--- src/rtl/rf16b_clk_en_pkg.sv ---
// Shared sizing for the 8 x 16 register file and its bus interface.
package rf16b_clk_en_pkg;
  localparam int RF_WIDTH = 16;
  localparam int RF_DEPTH = 8;
  localparam int RF_AW    = 3;
  localparam int RF_CNT_W = 8;
endpackage

--- src/rtl/rf16b_clk_en_if.sv ---
// Write-back / operand-read bus between the datapath and the register file.
interface rf16b_clk_en_if
  import rf16b_clk_en_pkg::*;
#(
  parameter int WIDTH = RF_WIDTH,
  parameter int AW    = RF_AW
) ();
  logic                clk_en;
  logic                wr_en;
  logic [AW-1:0]       wr_addr;
  logic [WIDTH-1:0]    wr_data;
  logic [AW-1:0]       rd_addr_a;
  logic [AW-1:0]       rd_addr_b;
  logic [WIDTH-1:0]    rd_data_a;
  logic [WIDTH-1:0]    rd_data_b;
  logic [RF_CNT_W-1:0] wr_cnt;

  modport master (
    output clk_en, wr_en, wr_addr, wr_data, rd_addr_a, rd_addr_b,
    input  rd_data_a, rd_data_b, wr_cnt
  );

  modport slave (
    input  clk_en, wr_en, wr_addr, wr_data, rd_addr_a, rd_addr_b,
    output rd_data_a, rd_data_b, wr_cnt
  );
endinterface

--- src/rtl/rf16b_clk_en_rf_word.sv ---
// One clock-enabled register-file word with synchronous clear.
module rf_word #(
  parameter int WIDTH = 16
) (
  input  logic             clk_n,
  input  logic             rst,
  input  logic             en,
  input  logic [WIDTH-1:0] d,
  output logic [WIDTH-1:0] q
);
  always_ff @(posedge clk_n) begin
    if (rst)
      q <= '0;
    else if (en)
      q <= d;
  end
endmodule

--- src/rtl/rf16b_clk_en.sv ---
// 8 x 16 register file: one write port with one-hot word enables, two
// combinational read ports with optional write bypass, committed-write counter.
module rf16b_clk_en
  import rf16b_clk_en_pkg::*;
#(
  parameter int WIDTH   = RF_WIDTH,
  parameter int DEPTH   = RF_DEPTH,
  parameter int AW      = RF_AW,
  parameter bit R0_ZERO = 1'b0,
  parameter bit BYPASS  = 1'b1
) (
  input logic          clk_n,
  input logic          rst,
  rf16b_clk_en_if.slave bus
);
  logic                commit;
  logic                wr_r0;
  logic                wr_store;
  logic [DEPTH-1:0]    word_en;
  logic [WIDTH-1:0]    word_q [DEPTH];
  logic [WIDTH-1:0]    rd_a;
  logic [WIDTH-1:0]    rd_b;
  logic [RF_CNT_W-1:0] cnt;

  // A request is accepted (and counted) even when it targets a hardwired-zero entry.
  assign commit   = !rst && bus.clk_en && bus.wr_en;
  assign wr_r0    = R0_ZERO && (bus.wr_addr == '0);
  assign wr_store = commit && !wr_r0;

  always_comb begin
    word_en = '0;
    if (wr_store)
      word_en[bus.wr_addr] = 1'b1;
  end

  for (genvar i = 0; i < DEPTH; i++) begin : g_word
    rf_word #(.WIDTH(WIDTH)) u_word (
      .clk_n (clk_n),
      .rst   (rst),
      .en    (word_en[i]),
      .d     (bus.wr_data),
      .q     (word_q[i])
    );
  end

  function automatic logic [WIDTH-1:0] rd_sel(
    input logic [AW-1:0]    addr,
    input logic [WIDTH-1:0] stored
  );
    logic [WIDTH-1:0] r;
    r = stored;
    if (BYPASS && wr_store && (addr == bus.wr_addr))
      r = bus.wr_data;
    if (R0_ZERO && (addr == '0))
      r = '0;
    return r;
  endfunction

  always_comb begin
    rd_a = rd_sel(bus.rd_addr_a, word_q[bus.rd_addr_a]);
    rd_b = rd_sel(bus.rd_addr_b, word_q[bus.rd_addr_b]);
  end

  assign bus.rd_data_a = rd_a;
  assign bus.rd_data_b = rd_b;

  always_ff @(posedge clk_n) begin
    if (rst)
      cnt <= '0;
    else if (commit)
      cnt <= cnt + 1'b1;
  end

  assign bus.wr_cnt = cnt;
endmodule

--- src/flat_wrapper.sv ---
// flat-port wrapper written by rule: the top's interface ports become plain ports
module rf16b_clk_en_flat import rf16b_clk_en_pkg::*;
#(
  parameter int WIDTH   = RF_WIDTH,
  parameter int DEPTH   = RF_DEPTH,
  parameter int AW      = RF_AW,
  parameter bit R0_ZERO = 1'b0,
  parameter bit BYPASS  = 1'b1
)
  (clk_n, rst, bus_clk_en, bus_wr_en, bus_wr_addr, bus_wr_data, bus_rd_addr_a, bus_rd_addr_b, bus_rd_data_a, bus_rd_data_b, bus_wr_cnt);
  rf16b_clk_en_if #(.WIDTH(WIDTH), .AW(AW)) bus_i ();
  input logic clk_n;
  input logic rst;
  input wire logic [$bits(bus_i.clk_en)-1:0] bus_clk_en;
  input wire logic [$bits(bus_i.wr_en)-1:0] bus_wr_en;
  input wire logic [$bits(bus_i.wr_addr)-1:0] bus_wr_addr;
  input wire logic [$bits(bus_i.wr_data)-1:0] bus_wr_data;
  input wire logic [$bits(bus_i.rd_addr_a)-1:0] bus_rd_addr_a;
  input wire logic [$bits(bus_i.rd_addr_b)-1:0] bus_rd_addr_b;
  output wire logic [$bits(bus_i.rd_data_a)-1:0] bus_rd_data_a;
  output wire logic [$bits(bus_i.rd_data_b)-1:0] bus_rd_data_b;
  output wire logic [$bits(bus_i.wr_cnt)-1:0] bus_wr_cnt;
  assign bus_i.clk_en = bus_clk_en;
  assign bus_i.wr_en = bus_wr_en;
  assign bus_i.wr_addr = bus_wr_addr;
  assign bus_i.wr_data = bus_wr_data;
  assign bus_i.rd_addr_a = bus_rd_addr_a;
  assign bus_i.rd_addr_b = bus_rd_addr_b;
  assign bus_rd_data_a = bus_i.rd_data_a;
  assign bus_rd_data_b = bus_i.rd_data_b;
  assign bus_wr_cnt = bus_i.wr_cnt;
  rf16b_clk_en #(.WIDTH(WIDTH), .DEPTH(DEPTH), .AW(AW), .R0_ZERO(R0_ZERO), .BYPASS(BYPASS)) u_core (.clk_n(clk_n), .rst(rst), .bus(bus_i));
endmodule
--- config.mk ---
export PLATFORM = sky130hd
export DESIGN_NAME = rf16b_clk_en_flat
export DESIGN_NICKNAME = d
export VERILOG_FILES = /design/src/rtl/rf16b_clk_en_pkg.sv /design/src/rtl/rf16b_clk_en_if.sv /design/src/rtl/rf16b_clk_en_rf_word.sv /design/src/rtl/rf16b_clk_en.sv /design/src/flat_wrapper.sv
export SDC_FILE = /design/constraint.sdc
export NUM_CORES = 1
export LEC_CHECK = 0
export CAP_MARGIN = 20
export CORE_ASPECT_RATIO = 0.7
export CORE_MARGIN = 5
export CORE_UTILIZATION = 40
export DETAILED_ROUTE_END_ITERATION = 7
export PLACE_DENSITY = 0.7
export SYNTH_ARGS = -nofsm -noshare
export SYNTH_HDL_FRONTEND = slang
export SYNTH_SLANG_ARGS = --single-unit
--- constraint.sdc ---
create_clock -name clk_n -period 6.5 [get_ports clk_n]
set_input_delay 1.3 -clock clk_n [delete_from_list [all_inputs] [get_ports clk_n]]
set_output_delay 1.3 -clock clk_n [all_outputs]
set_load 0.1 [all_outputs]
After elaboration in Yosys (flattened, before gate mapping)
Index checks and enable logic that the tools add are counted.
- flip-flop bits (word level): 136
- bits of input ports: 29
- output and inout bits: 40
- word-level logic and storage cells: 35
- add/sub/neg operators: 1
- $lt $le $gt $ge: 4
- equal/unequal tests: 2
- multiplexer cells: 11
- bitwise gates (word level): 2
- reductions and logical operators: 6
- operators with widths (cell ; number):
    $bmux W16 S3 ; 2
    $mux W16 ; 6
    $add A8 B1 Y8 const B ; 1
    $ge A4 B4 Y1 const B ; 2
    $mux W8 ; 1
    $not A3 Y4 ; 2
    $eq A3 B3 Y1 ; 2
    $logic_and A1 B1 Y1 ; 5
    $lt A3 B4 Y1 const B ; 1
    $demux W1 S3 ; 1
    $ge A3 B1 Y1 const B ; 1
    $logic_not A1 Y1 ; 1
    $mux W1 ; 1

Logic depth before layout (Yosys ltp)
Gate-level depths: netlist (run 1).
- depth in word-level cells: 5
- mapped depth: 6
- depth with buffers taken out: 4

Cells and area by module
A second synthesis (run 1) with hierarchy kept.
- cell total of the unflattened synthesis: 631
- area total of the unflattened synthesis: 7743.7 um2
- modules (own cells, without submodules) (module ; instances ; cells an instance ; area each (um2) ; seq. area each (um2)):
    rf_word ; 8 ; 52 ; 580.6 ; 320.3
    rf16b_clk_en ; 1 ; 215 ; 3099.2 ; 160.2

Least setup slack after synthesis (run 1)
Ideal clock, no wire load.
- path type: input-to-output
- start point: in bus_rd_addr_a[1]
- end point: out bus_rd_data_a[0]
- arrival: 2855 ps
- data required time: 5200 ps
- slack: 2345 ps
- stages on the path: 5
- cell sequence: clkbuf_1 > clkbuf_1 > mux4_1 > mux2_2 > mux2_2
- cells in the longest elaborated chain, start to end: 5
- elaborated cells on any way between the ends: 7
- ends and longest elaborated chain (item ; RTL line ; text):
    start: declaration ; flat_wrapper.sv:18 ; input wire logic [$bits(bus_i.rd_addr_a)-1:0] bus_rd_addr_a;
    $not A3 Y4 (implied by the code) ; rf16b_clk_en.sv:60 ; rd_a = rd_sel(bus.rd_addr_a, word_q[bus.rd_addr_a]);
    $bmux W16 S3 ; rf16b_clk_en.sv:60 ;
    $mux W16 (implied by the code) (2 in series) ; rf16b_clk_en.sv:60 ;
    $mux W16 * ; rf16b_clk_en.sv:52 ; if (BYPASS && wr_store && (addr == bus.wr_addr))
    end: declaration ; flat_wrapper.sv:20 ; output wire logic [$bits(bus_i.rd_data_a)-1:0] bus_rd_data_a;
Mark *: on every way between the ends. The rest lies on a longest branch, timed or not. The select of a mux whose other input is x is not followed.

Worst setup path after layout (run 1)
- start point: in bus_rd_addr_a[1]
- end point: out bus_rd_data_a[6]
Same word-level chain as after synthesis.

==> reports/summary.md, run 1 <==
The run finished with clean final reports. Dividing the detail-routed wire length by the instance count gives 21.7 um. The post-synth net total is 843. In this run the worst path has a maximum fanout of 18. The top cell types in the final layout, fill and taps aside, are sky130_fd_sc_hd__dfxtp_1 (136), sky130_fd_sc_hd__a21oi_1 (134), sky130_fd_sc_hd__nand3_1 (133).

Max-cap violations in this run came to 0. The period utilization was 0.798; the count of cells resized by post-cts repair was 0. For this design the top-level I/O count stands at 69. The switching part of the total power is 0.285. The remaining design rule violation count is 0.

Dividing total power by cell area gives a power density of 214 nW/um2. The detailed-route vias per instance was 6.31; the area added between synthesis and finish was 19.7%. The post-CTS setup buffer count came out at 0. For this run, the detailed router's first-pass iteration total came to 5. The number of global-route vias before repair is 6635. The synthesized netlist cell count is 813. Setup violations remaining at the end of the flow were counted as 0. The core area was 19700 um2; the data arrival time of the worst path was 3890 ps.

The number of rows in the core area was 43. Detailed placement ended at an HPWL of 13.3 mm. The worst setup path is captured at a primary output. The post-CTS clock slew at the launch and capture registers of the worst setup and hold paths is 60 ps, and the post-synthesis register bit count is 136.

The fraction of final layout cells sized beyond drive strength 1 came out at 0.198. For the pin count of the biggest net entering global routing, the log shows 89. The critical path launch point type was an input port. For the worst setup path, the data required time is 5200 ps. The combinational power share was 0.112. The internal power summed over all cells was 1460 uW; the remaining global-route overflow was 0. The worst path in the final design needs a cycle of 5190 ps, including I/O delays and setup.

The share of synthesized flip-flops with an asynchronous set or reset was 0. The clock arrives with 2.19 ps of skew. The H-tree depth reported by CTS is 4, and the sequential share of power is 0.415. For this run, the post-layout net count is 836. The logs give 482 ps for the worst hold margin and 0.178 mV for the maximum VDD drop. The tools report the clock root buffer as sky130_fd_sc_hd__clkbuf_16. Clock latency on the worst-skew pair, taken at its later pin, is 420 ps.

The logs give 0 for the number of max-slew violations in the final report and 2 for the buffer depth of the longest clock path. The critical path in this run is classified as in -> out. The first routing iteration left 832 violations. Counting the buffers created by CTS gives 17. The worst hold path belongs to the class reg -> reg. The run gives 22900 um2 as the die area. Fill cells in the final layout number 1832. The first global-routing pass estimated 36.9 mm of wire. The yosys synthesis warning count is 0, and the total detailed-routing wirelength is 23.6 mm. Setup repair after global routing left no endpoint under its margin.

In the synthesized netlist the dominant register cell turns out to be sky130_fd_sc_hd__dfxtp_1. The initial cell density of the core was 0.404; the final sum of negative setup slack was 0 ps. TritonCTS built the clock tree.

The overall track demand over capacity in global routing was 0.204; the number of flops mapped to enable cells by yosys was 0. Once detail routing completed, the nets flagged for antenna violations numbered 0. Measured along the y axis, the die boundary spans 128 um.

Cts-stage hold buffer count: 0. The sequential area share after synthesis is 0.342, and the upper clock frequency limit is 193 MHz. Number of antenna violations at the first check in global routing: 0. The logs give 0.473 for the clock share of power and 0.00350 uW for the leakage power total.

For the combined area of all synthesized cells, the log shows 7960 um2. In this run the tool buffered the top-level ports with 68 buffer cells. The die is 179 um wide.

The average instance in the mapped netlist occupies 9.79 um2. The synthesized netlist contains 34 unique library cells. 0 antenna diodes ended up in the layout. The clock net in this run drives a total of 136 sinks. At the end of routability-driven placement, the weighted congestion stood at 0.770.

The analysis attributes to net switching a power of 581 uW. The pin slew with the least headroom to its limit was 1100 ps; the final number of hold-violating endpoints was 0. The final route contains 6877 vias. Leaving out fill and tap cells, the most frequent cell in the layout is sky130_fd_sc_hd__dfxtp_1. The tools report the normalized max-slew margin as 0.266.
[power by group through the flow]
stage                     logic [uW]  clock network [uW]  registers [uW]
after detailed placement         223                   0             864
after global routing             237                1010             846
after CTS                        224                 965             845
after floorplan                  148                   0             867
after global placement           221                   0             863
final                            229                 963             845
[cell usage after synthesis, types with 3 or more instances]
cell	n	area [um2]
sky130_fd_sc_hd__o31ai_1	3	22.5
sky130_fd_sc_hd__mux2_4	20	300
sky130_fd_sc_hd__or4_1	3	22.5
sky130_fd_sc_hd__mux4_1	58	1520
sky130_fd_sc_hd__buf_1	8	30.0
sky130_fd_sc_hd__buf_2	10	50.1
sky130_fd_sc_hd__mux4_2	6	135
sky130_fd_sc_hd__a21oi_1	134	671
sky130_fd_sc_hd__buf_6	10	113
sky130_fd_sc_hd__nand3_1	133	666
sky130_fd_sc_hd__dfxtp_1	136	2720
sky130_fd_sc_hd__nor2_1	3	11.3
sky130_fd_sc_hd__nand4_1	3	18.8
sky130_fd_sc_hd__xnor2_1	6	52.6
sky130_fd_sc_hd__clkbuf_1	82	308
sky130_fd_sc_hd__o21ai_0	128	641
sky130_fd_sc_hd__nand2_1	4	15.0
sky130_fd_sc_hd__mux2_2	44	495
[flip-flops by register name, summed over array words and instances, names as in the netlist]
register / cells
u_core.g_word.u_word.q: 128
u_core.bus.wr_cnt: 8
[routing by layer]
metal  up-vias  share of wire  GRT usage
li1       3090              -          -
met1      3362           0.44      0.294
met2       396           0.45      0.312
met3        29           0.11     0.0445
met4         0          0.011     0.0501
met5         -              0          0
[path summary, 6_finish.rpt]
check / start / endpoint / slack (ps) / cells after the start
worst max-delay path: bus_rd_addr_a[1] / bus_rd_data_a[6] / 1310 / 6
worst max register to register: u_core.bus.wr_cnt[0]$_SDFFE_PP0P_ / u_core.bus.wr_cnt[6]$_SDFFE_PP0P_ / 5050 / 4
worst min register to register: u_core.g_word[5].u_word.q[15]$_SDFFE_PP0P_ / u_core.g_word[5].u_word.q[15]$_SDFFE_PP0P_ / 480 / 2
worst min-delay path: u_core.g_word[5].u_word.q[15]$_SDFFE_PP0P_ / u_core.g_word[5].u_word.q[15]$_SDFFE_PP0P_ / 480 / 2
[worst max-delay path: stages]
cell and delay [ps]:
sky130_fd_sc_hd__clkdlybuf4s50_1 1070, sky130_fd_sc_hd__buf_4 410, sky130_fd_sc_hd__mux4_1 330, sky130_fd_sc_hd__mux2_2 310, sky130_fd_sc_hd__mux2_4 280, sky130_fd_sc_hd__buf_12 170
[cell type report]
type	count	area, um2	area share
multi-input cells	564	4750	0.498
clock inverters	15	151	0.0159
inverters	1	3.75	0.000394
flip-flops and latches	136	2720	0.286
well taps	270	338	0.0354
clock buffers	17	425	0.0446
repair buffers	86	1140	0.120
[logic make-up (layout without fill, tap and decap cells)]
logic type / after synthesis / count (layout) / synth area share
multiplexers: 128 / 128 / 0.308
flip-flops: 136 / 136 / 0.342
AND/OR/NAND/NOR: 160 / 160 / 0.105
buffers and inverters: 113 / 119 / 0.0652
adder cells (fa/ha/maj): 1 / 1 / 0.00157
AO/OA/AOI/OAI: 267 / 267 / 0.169
XOR/XNOR: 8 / 8 / 0.00880
[through the flow]
stage / total power (uW) / cells / setup slack [ps] / area, um2 / utilization
2_1_floorplan: 1020 / 813 / 2340 / 7960 / -
3_3_place_gp: 1080 / 1056 / 1390 / 8930 / 0.453
3_5_place_dp: 1090 / 1056 / 1380 / 8930 / 0.453
4_1_cts: 2030 / 1088 / 1370 / 9510 / 0.483
5_1_grt: 2100 / 1089 / 1270 / 9530 / 0.484
6_report: 2040 / 1089 / 1310 / 9530 / 0.484
Note: power is estimated with default switching activity, not from simulation.
==> run 2, diff against run 1 <==
--- a/config.mk
+++ b/config.mk
@@ -10,7 +10,7 @@
 export CORE_MARGIN = 5
 export CORE_UTILIZATION = 40
 export DETAILED_ROUTE_END_ITERATION = 7
-export PLACE_DENSITY = 0.7
+export PLACE_DENSITY = 0.72
 export SYNTH_ARGS = -nofsm -noshare
 export SYNTH_HDL_FRONTEND = slang
 export SYNTH_SLANG_ARGS = --single-unit
==> constraint.sdc (replaced) <==
create_clock -name clk_n -period 4.7 [get_ports clk_n]
set_input_delay 0.94 -clock clk_n [delete_from_list [all_inputs] [get_ports clk_n]]
set_output_delay 0.94 -clock clk_n [all_outputs]
set_load 0.1 [all_outputs]
==> run 2 against run 1 <==
Compared with the run above: global-route usage is 0.082 points higher; worst hold slack barely moved; design area increased by 1.4%; critical path type unchanged.
==> reports/summary.md, run 2 (same netlist as run 1, synthesis figures left out) <==
The flow ran to the end, and the final reports show no timing, DRC or antenna violations. The horizontal extent of the die was 179 um (unchanged); the net switching component of the power was 754 uW (+30%). The remaining global-route overflow was 0 (unchanged).

The number of buffers created by CTS was 17 (unchanged); the final RePlAce weighted congestion was 0.811 (+5.4%). Leaving out fill and tap cells, the most frequent cell in the layout is sky130_fd_sc_hd__dfxtp_1. The remaining design rule violation count was 0 (unchanged). The antenna diode count was 0 (unchanged).

Internal power summed over all cells: 2120 uW (+46%). The cell count of the worst hold path was 2 (unchanged); the buffer depth of the longest clock path was 2 (unchanged). The routed length per placed instance came out at 21.5 um (-0.94%). The smallest setup slack after layout is 681 ps (-633 ps), and the number of global-route vias before repair is 6540 (-1.4%). The DRC violation total after the first TritonRoute iteration is 1130 (+36%).

The area growth from synthesis to layout is 21.4%. The detailed placement HPWL came out at 14.0 mm (+5.7%). The pin count of the biggest net entering global routing came out at 74 (-17%). The sequential share of power was 0.406 (-0.009). The data required time of the worst path is 3760 ps (-1440 ps), and the minimum clock period is 4020 ps. The tools report the worst clock skew on the final layout as 1.04 ps (-1.15 ps). The clock share of power was 0.482 (+0.009). The tools report the number of max-slew violations in the final report as 0 (unchanged). The utilization after layout is 0.491 (+0.00680), and the number of antenna violations at the first check in global routing is 0 (unchanged). The cts-stage hold buffer count was 0 (unchanged). For the total power after layout, the log shows 2880 uW (+41%).

The number of buffers inserted by port buffering came out at 68 (unchanged). TritonCTS built the clock tree. The tools report the upper clock frequency limit as 249 MHz. The post-CTS setup buffer count came out at 0 (unchanged). Ranked by flip-flop count, first place goes to u_core.g_word.u_word.q. The switching part of the total power works out to 0.262 (-0.0230). The tools report the combinational power share as 0.112 (about the same).

For the residual antenna-violating net count after detailed routing, the log shows 0 (unchanged). The worst setup slack before clock tree synthesis was 684 ps (-696 ps). H-tree depth reported by CTS: 4 (unchanged). The detailed-route vias per instance was 6.29 (-0.42%); the worst hold margin was 482 ps (+0.195 ps). The clock insertion delay at the later pin of the skew report came out at 420 ps (about the same). The run gives 6 (+1) as the number of detailed-routing iterations run before antenna repair.

Sort of element at the end of the critical path: a primary output. Number of sinks handled by clock tree synthesis: 136 (unchanged). The critical path in this run is classified as in -> out.

The die area is 22900 um2 (unchanged), and the post-CTS clock slew at the launch and capture registers of the worst setup and hold paths is 60 ps (about the same). The fraction of final layout cells sized beyond drive strength 1 was 0.207 (+0.00943). The overall track demand over capacity in global routing is 0.205 (+0.000817), and the power density over cell area is 298 nW/um2 (+39%). The critical path launch point type was an input port. The global-route wire length before repair came out at 37.0 mm (+0.22%). The tightest min-delay check is of the reg -> reg type. The layout net count came out at 847 (+1.3%).

The I/O pin count is 69 (unchanged), and the period utilization is 0.855. The tools report the final number of hold-violating endpoints as 0 (unchanged). The final sum of negative setup slack was 0 ps (unchanged). For the setup violation total in the final timing report, the log shows 0 (unchanged). Vertical die dimension: 128 um (unchanged).

The run gives 0.220 mV (+23%) as the maximum VDD drop. For the core area, the log shows 19700 um2 (unchanged). Setup repair after global routing left no endpoint under its margin. The tools report the data arrival time of the worst path as 3080 ps (-810 ps). The run gives 0.00357 uW (+2.0%) as the leakage power total. The number of rows in the core area is 43 (unchanged). The number of cells on the worst reg-to-reg path was 4 (unchanged).

The logs give 6917 (+0.58%) for the routed via count and 0.404 (unchanged) for the initial cell density of the core. The count of cells resized by post-cts repair is 0 (unchanged), and the top fanout value on the critical path is 15 (-3). The flip-flop count of the largest register after layout was 128 (unchanged); the total of max-cap violations was 0 (unchanged). The clock root buffer is sky130_fd_sc_hd__clkbuf_16. The pin slew with the least headroom to its limit is 979 ps (-122 ps). In the layout the commonest cells are sky130_fd_sc_hd__dfxtp_1 (136), sky130_fd_sc_hd__a21oi_1 (134), sky130_fd_sc_hd__nand3_1 (133). Normalized max-slew margin: 0.345 (+0.0794). The total detailed-routing wirelength is 23.7 mm (about the same).
-- run 2: cell count changes in the layout (fill, tap and decap cells not counted), sizes merged --
cell | previous run | this run
buf | 53 | 64
clkbuf | 17 | 19
clkinv | 2 | 5
inv | 11 | 4
bufinv | 1 | 3
-- run 2: final cells by class --
cell class	count	area [um2]
tap	270	338
timing repair buffer	97	1240
inverter	1	3.75
clock inverter	13	168
clock buffer	19	443
fill	1737	10000
sequential	136	2720
multi-input combinational	564	4750
-- run 2: critical path, cell delays in order --
cell                              delay, ps
sky130_fd_sc_hd__clkdlybuf4s50_1        560
sky130_fd_sc_hd__buf_4                  360
sky130_fd_sc_hd__xnor2_1                170
sky130_fd_sc_hd__nand4_1                210
sky130_fd_sc_hd__buf_4                  300
sky130_fd_sc_hd__mux2_4                 360
sky130_fd_sc_hd__buf_12                 170
-- run 2: metal layers --
metal	routed length [um]	vias to the layer above	GRT usage
li1	-	3109	-
met1	10400	3423	0.295
met2	10700	367	0.315
met3	2410	18	0.0534
met4	179	0	0.0352
met5	0	-	0
-- run 2: path summary, 6_finish.rpt --
kind | from | to | slack [ps]
min reg2reg | u_core.bus.wr_cnt[7]$_SDFFE_PP0P_ | u_core.bus.wr_cnt[7]$_SDFFE_PP0P_ | 480
min | u_core.bus.wr_cnt[7]$_SDFFE_PP0P_ | u_core.bus.wr_cnt[7]$_SDFFE_PP0P_ | 480
max | bus_rd_addr_b[2] | bus_rd_data_b[11] | 680
max reg2reg | u_core.bus.wr_cnt[0]$_SDFFE_PP0P_ | u_core.bus.wr_cnt[6]$_SDFFE_PP0P_ | 3260
-- run 2: power groups by stage --
stage,clock network [uW],logic [uW],registers [uW]
floorplan,0,205,1200
CTS,1400,316,1170
global route,1450,336,1170
finish,1390,323,1170
detailed placement,0,315,1190
global placement,0,313,1190
-- run 2: through the flow --
| step | std cells | instance area (um2) |
|---|---|---|
| final | 1100 | 9670 |
| after global routing | 1100 | 9670 |
| after CTS | 1098 | 9630 |
| after detailed placement | 1066 | 9020 |
| after global placement | 1066 | 9020 |
| after floorplan | 813 | 7960 |
